[src/rtl/cdc_handshake_rx.sv]
// rtl/cdc_handshake_rx.sv - destination-side receiver for a toggle-based multi-bit CDC transfer
//
// Purpose:
//   The source sends a word by toggling its request line while holding the
//   data bus steady. This block sees that toggle, captures the word and offers
//   it on a valid/ready port. When the consumer takes the word, it toggles the
//   registered acknowledge line back to the source. It also counts completed
//   handshakes and sets a sticky error flag if the source toggles again before
//   it has received its acknowledge.
//
// Ports:
//   clk_in_b      destination clock; all state updates on its rising edge
//   arst_master   asynchronous, active-high reset
//   req_sync_i    request toggle, already 2-flop synchronized into clk_in_b
//   data_a_i      source data bus, quasi-static while a request is pending
//   data_o        captured word, registered, held until the next capture
//   valid_o       data_o holds an unconsumed word
//   ready_i       consumer accepts data_o when valid_o is high
//   ack_b_o       registered acknowledge toggle back to the source domain
//   xfer_count_o  completed handshakes, modulo 2^CNT_WIDTH
//   err_o         sticky protocol-violation flag

module cdc_handshake_rx #(
  parameter int DATA_WIDTH = 8,
  parameter int CNT_WIDTH  = 16
) (
  input  logic                  clk_in_b,
  input  logic                  arst_master,
  input  logic                  req_sync_i,
  input  logic [DATA_WIDTH-1:0] data_a_i,
  output logic [DATA_WIDTH-1:0] data_o,
  output logic                  valid_o,
  input  logic                  ready_i,
  output logic                  ack_b_o,
  output logic [CNT_WIDTH-1:0]  xfer_count_o,
  output logic                  err_o
);

  typedef enum logic {
    IDLE  = 1'b0,
    VALID = 1'b1
  } state_t;

  state_t                state;
  state_t                state_next;
  logic                  req_seen;
  logic [DATA_WIDTH-1:0] data_q;
  logic                  ack_q;
  logic [CNT_WIDTH-1:0]  cnt_q;
  logic                  err_q;

  logic                  capture;
  logic                  accept;
  logic                  violation;

  // The request is a toggle, so any difference from the last accepted
  // level means a new word is waiting on the bus.
  logic                  req_pending;
  assign req_pending = (req_sync_i != req_seen);

  always_comb begin
    state_next = state;
    capture    = 1'b0;
    accept     = 1'b0;
    violation  = 1'b0;
    case (state)
      IDLE: begin
        // ready_i has no effect here.
        if (req_pending) begin
          capture    = 1'b1;
          state_next = VALID;
        end
      end
      VALID: begin
        // The source must not toggle again before it sees our ack. If it does,
        // we flag it but still finish the current word. The new toggle is
        // still pending, so it is captured after the return to IDLE.
        if (req_pending) begin
          violation = 1'b1;
        end
        if (ready_i) begin
          accept     = 1'b1;
          state_next = IDLE;
        end
      end
      default: begin
        state_next = IDLE;
      end
    endcase
  end

  always_ff @(posedge clk_in_b or posedge arst_master) begin
    if (arst_master) begin
      state    <= IDLE;
      req_seen <= 1'b0;
      data_q   <= '0;
      ack_q    <= 1'b0;
      cnt_q    <= '0;
      err_q    <= 1'b0;
    end else begin
      state <= state_next;
      if (capture) begin
        data_q   <= data_a_i;
        req_seen <= req_sync_i;
      end
      if (accept) begin
        ack_q <= ~ack_q;
        cnt_q <= cnt_q + CNT_WIDTH'(1);
      end
      if (violation) begin
        err_q <= 1'b1;
      end
    end
  end

  // valid_o is decoded only from the state flop. It has no path from the
  // inputs, and it drops as soon as reset is asserted.
  assign valid_o      = (state == VALID);
  assign data_o       = data_q;
  assign ack_b_o      = ack_q;
  assign xfer_count_o = cnt_q;
  assign err_o        = err_q;

endmodule

[config.mk]
export PLATFORM = sky130hd
export DESIGN_NAME = cdc_handshake_rx
export DESIGN_NICKNAME = d
export VERILOG_FILES = /design/src/rtl/cdc_handshake_rx.sv
export SDC_FILE = /design/constraint.sdc
export NUM_CORES = 1
export LEC_CHECK = 0
export ABC_AREA = 1
export CORE_UTILIZATION = 46
export CTS_BUF_LIST = sky130_fd_sc_hd__clkbuf_8 sky130_fd_sc_hd__clkbuf_16
export CTS_CLUSTER_DIAMETER = 40
export DETAILED_ROUTE_END_ITERATION = 6
export GPL_TIMING_DRIVEN = 0
export HOLD_SLACK_MARGIN = 0.08
export PLACE_DENSITY_LB_ADDON = 0.12
export SYNTH_ARGS = -nofsm -noshare
export SYNTH_HDL_FRONTEND = slang
export SYNTH_SLANG_ARGS = --single-unit
[constraint.sdc]
create_clock -name clk_in_b -period 1.28 [get_ports clk_in_b]
set_input_delay 0.192 -clock clk_in_b [delete_from_list [all_inputs] [get_ports clk_in_b]]
set_output_delay 0.192 -clock clk_in_b [all_outputs]
set_load 0.03 [all_outputs]
## Yosys cells after proc, flatten, opt, wreduce, memory -nomap -nowiden

Cells that the tools add are included.

- Register bits after elaboration: 28
- Logic and storage cells: 17
- Output and inout port bits: 27
- Bits of input ports: 12

- Bitwise logic cells: 2
- Add/sub/neg operators: 1
- Equal/unequal tests: 1
- Mux-type cells: 7

Operators by type and width:

| cell | count |
|---|---|
| adder 16 x 1 -> 16 bit (second input constant) | 1 |
| 2-to-1 mux 1 bit | 6 |
| inverter 1 bit | 2 |
| one-hot mux 1 bit (2 select lines) | 1 |
| != test 1 bit | 1 |

## Longest topological paths before layout

- Word-level depth: 3
- Depth in mapped cells: 8
- Depth with buffers taken out: 8

## Least setup slack after synthesis

OpenSTA, ideal clock, no wires.

- Path kind: reg-to-reg
- Start: register cnt_q[1] (netlist: xfer_count_o[1])
- End: register cnt_q[12] (netlist: xfer_count_o[12])
- Cell stages (with the launch flop): 9
- Clock period less this slack: 1377 ps
- Data required time: 1162 ps
- Library setup time: 118 ps
- Arrival time: 1258 ps
- Setup slack: -97 ps
- Path buffers: 0
- Cell sequence: dfrtp_1 -> ha_1 -> inv_1 -> nor2_4 -> nand2_4 -> nor2_4 -> nand2_1 -> nand2_1 -> nand2_1

- Cells in the longest elaborated chain, start to end: 1

RTL lines:

| what | line | source |
|---|---|---|
| from (decl) | 49 | `logic [CNT_WIDTH-1:0] cnt_q;` |
| from (signal assigned) | 108 | `cnt_q <= cnt_q + CNT_WIDTH'(1);` |
| adder 16 x 1 -> 16 bit | 108 |  |

Every way passes these cells.
A chain may end at the register's enable or synchronous reset.

## Worst setup path after layout

Same ends and word-level chain as after synthesis.

==> flow_summary_export.csv <==
group,metric,value,unit
placement,place_area,0.00172,mm2
setup_path,worst-setup-path-type,"flop to flop",
finish,design_area,0.00179,mm2
clocking,numCtsBuffers,3,
finish,fill_cells,226,
detailed_routing,drt-wirelength-per-cell,11.9,um
pwr,power_frac_comb,43.8,%
clocking,clock_latency,0.27,ns
sta,rsz0062_at_grt,"true",
placement,io_buffers,38,
detailed_routing,drt-total-wl,2.61,mm
sta,relSlewSlack,60.9,%
finish,fin_nets,204,
global_route,grt_max_degree,29,
logic_synthesis,synth.distinct_cells,21,
setup_path,reg2regPathDepth,8,
pwr,vdd_ir_drop_max,0.00163,V
clocking,clockBufferDepth,2,
logic_synthesis,synth-seq-cells,28,
placement,dp_hpwl,1.91,mm
floorplanning,die_x,55.1,um
sta,skew,0.00620,ns
setup_path,start_kind,"flop",
detailed_routing,avgViaCountPerCell,4.83,
detailed_routing,ant_nets,0,
floorplanning,ioPinCount,39,
setup_path,reg2reg_slack,0.04,ns
logic_synthesis,synth_seq_area_share,54.0,%
sta,finalMaxSlewViolations,0,
finish,drive_above_1_share,24.7,%
sta,worst_slew_pin_slew,0.585,ns
placement,dp.cells,212,
sta,clock.fmax,804,MHz
finish,stdcell_count,220,
pwr,pwr_density_cell,1920,mW/mm2
clocking,ctsRootBufferMaster,"clkbuf_8",
floorplanning,num_rows,18,
detailed_routing,drc_errors,0,
floorplanning,start_util,50.5,%
clocking,clkTransAtPathRegs,0.09,ns
floorplanning,core,0.00257,mm2
logic_synthesis,synth_warnings,0,
finish,diodes,0,
pwr,switchingPower,0.00149,W
pwr,p_seq_share,40.4,%
pwr,internal_power,0.00195,W
finish,syn_to_final_growth,38.0,%
logic_synthesis,syn_area,0.00130,mm2
setup_path,startpoint,"xfer_count_o[1]$_DFFE_PP0P_",
status,status,"complete, no violations",
setup_path,cp-end-kind,"flop",
floorplanning,die_h,55.1,um
clocking,cts_htree_levels,1,
sta,hold_viol_final,0,
setup_path,reg2reg_from,"xfer_count_o[1]$_DFFE_PP0P_",
clocking,cts_tree,"yes",
floorplanning,dieArea,0.00304,mm2
pwr,swShare,43.3,%
pwr,finalPower,0.00345,W
setup_path,crit_arrival,1.42,ns
finish,final_common_cell,"nand2_1",
logic_synthesis,synth_fp_nets,157,
global_route,grt_use_total,19.6,%
pwr,leakage,0.890,nW
global_route,grt_overflow,0,
logic_synthesis,netlist_instances,144,
detailed_routing,num_vias,1063,
sta,fin_crit_sh,97.2,%
clocking,cts_sinks,28,
worst_hold_path,hold_path.class,"primary input to asynchronous set/reset pin",
global_route,grt_pass1_vias,1051,
detailed_routing,first_pass_iters,4,
placement,gp_congestion,0.803,
clocking,ctsHoldBuffers,0,
flow_run,cap_viol_max_count,0,
setup_path,required,1.46,ns
setup_path,crit_fanout,5,
sta,setup_viol_count_final,0,
global_route,antenna_found_initial,0,
pwr,clock_power_share,15.7,%
global_route,grt_pass1_wl,4.20,mm
logic_synthesis,syn_area_per_cell,9.01,um2
finish,final_cell_mix,"nand2_1, dfrtp_1, clkdlybuf4s50_1, inv_1, nor2_1",
detailed_routing,drt-initial-drc-count,18,
sta,min_period,1.24,ns
Yosys cell counts:
| library cell | number | area, um2 |
|---|---|---|
| nand3_1 | 5 | 25.0 |
| or2_1 | 1 | 6.26 |
| dfrtp_1 | 28 | 701 |
| inv_1 | 12 | 45.0 |
| nand4_1 | 2 | 12.5 |
| nor2_2 | 3 | 18.8 |
| nand2_4 | 2 | 22.5 |
| inv_6 | 1 | 8.76 |
| nand3b_1 | 2 | 15.0 |
| inv_2 | 1 | 3.75 |
| xnor2_1 | 5 | 43.8 |
| ha_1 | 1 | 12.5 |
| nor2_4 | 3 | 33.8 |
| nand2_2 | 1 | 6.26 |
| a21oi_1 | 1 | 5.00 |
| nor2_1 | 10 | 37.5 |
| xor2_1 | 7 | 61.3 |
| o21bai_1 | 1 | 7.51 |
| nand3_2 | 2 | 20.0 |
| nand2_1 | 55 | 206 |
| o21ai_1 | 1 | 5.00 |
power by group through the flow:
stage | logic [W] | clock network, W | registers (W)
floorplan | 0.000505 | 0 | 0.00186
global placement | 0.00159 | 0 | 0.00138
detailed placement | 0.00162 | 0 | 0.00140
CTS | 0.00149 | 0.000553 | 0.00138
global route | 0.00167 | 0.000584 | 0.00144
finish | 0.00151 | 0.000542 | 0.00139
flip-flops by register name, indices dropped and copies added, names as in the netlist:
signal	count
xfer_count_o	16
data_o	8
ack_b_o	1
err_o	1
req_seen	1
valid_o	1
path summary, 6_finish.rpt:
check / end
max: xfer_count_o[12]$_DFFE_PP0P_
max reg2reg: xfer_count_o[12]$_DFFE_PP0P_
min in group clk_in_b: data_o[3]$_DFFE_PP0P_
min: xfer_count_o[3]$_DFFE_PP0P_
min reg2reg: ack_b_o$_DFFE_PP0P_
max in group asynchronous: xfer_count_o[9]$_DFFE_PP0P_
critical path: stages (launching register included):
cell     delay (ns)
dfrtp_2        0.42
ha_4           0.14
inv_2          0.04
nor2_4         0.12
nand2_4        0.07
nor2_4         0.17
nand2_1        0.08
nand2_1        0.06
nand2_1        0.04
cell families (layout without fill, tap and decap cells):
| family | count (synthesis) | count (layout) | synth area share [%] |
|---|---|---|---|
| DFF | 28 | 28 | 54.0 |
| xor gates and xnor gates | 12 | 12 | 8.10 |
| and+or+nand+nor | 86 | 86 | 31.1 |
| buffers and inverters | 14 | 60 | 4.44 |
| AOI/OAI and AO/OA | 3 | 3 | 1.35 |
| adders and majority gates | 1 | 1 | 0.964 |
repair_timing:
action / 4_1_cts / 5_1_grt
endpoints found under the setup margin: 35 / 55
cloned: 0 / 0
resized for setup: 49 / 20
setup buffers: 0 / 4
pin swaps: 0 / 7
per-stage QoR:
stage	setup TNS (ns)	setup slack, ns	hold slack, ns	util (%)
after global placement	-8.40	-0.285	0.453	67.0
after CTS	0	0.000705	0.456	69.1
final	0	0.0362	0.324	69.7
after floorplan	0	0.00668	0.257	-
after detailed placement	-9.76	-0.342	0.458	67.0
after global routing	-0.113	-0.0373	0.386	69.7
metal layers:
layer	global-route usage (%)	vias up	share of wire (%)
met5	0	-	0
met4	6.25	0	0.99
met3	3.83	4	5.2
met2	35.1	27	47
met1	23.4	499	47
li1	-	533	-
final cells by class:
type	instances	area, um2	share of cell area [%]
Clock buffer	4	55.1	3.07
Tap cell	30	37.5	2.10
Sequential cell	28	708	39.6
Multi-Input combinational cell	102	559	31.2
Timing Repair Buffer	42	369	20.6
Inverter	14	61.3	3.42
(Power assumes the default switching activity.)
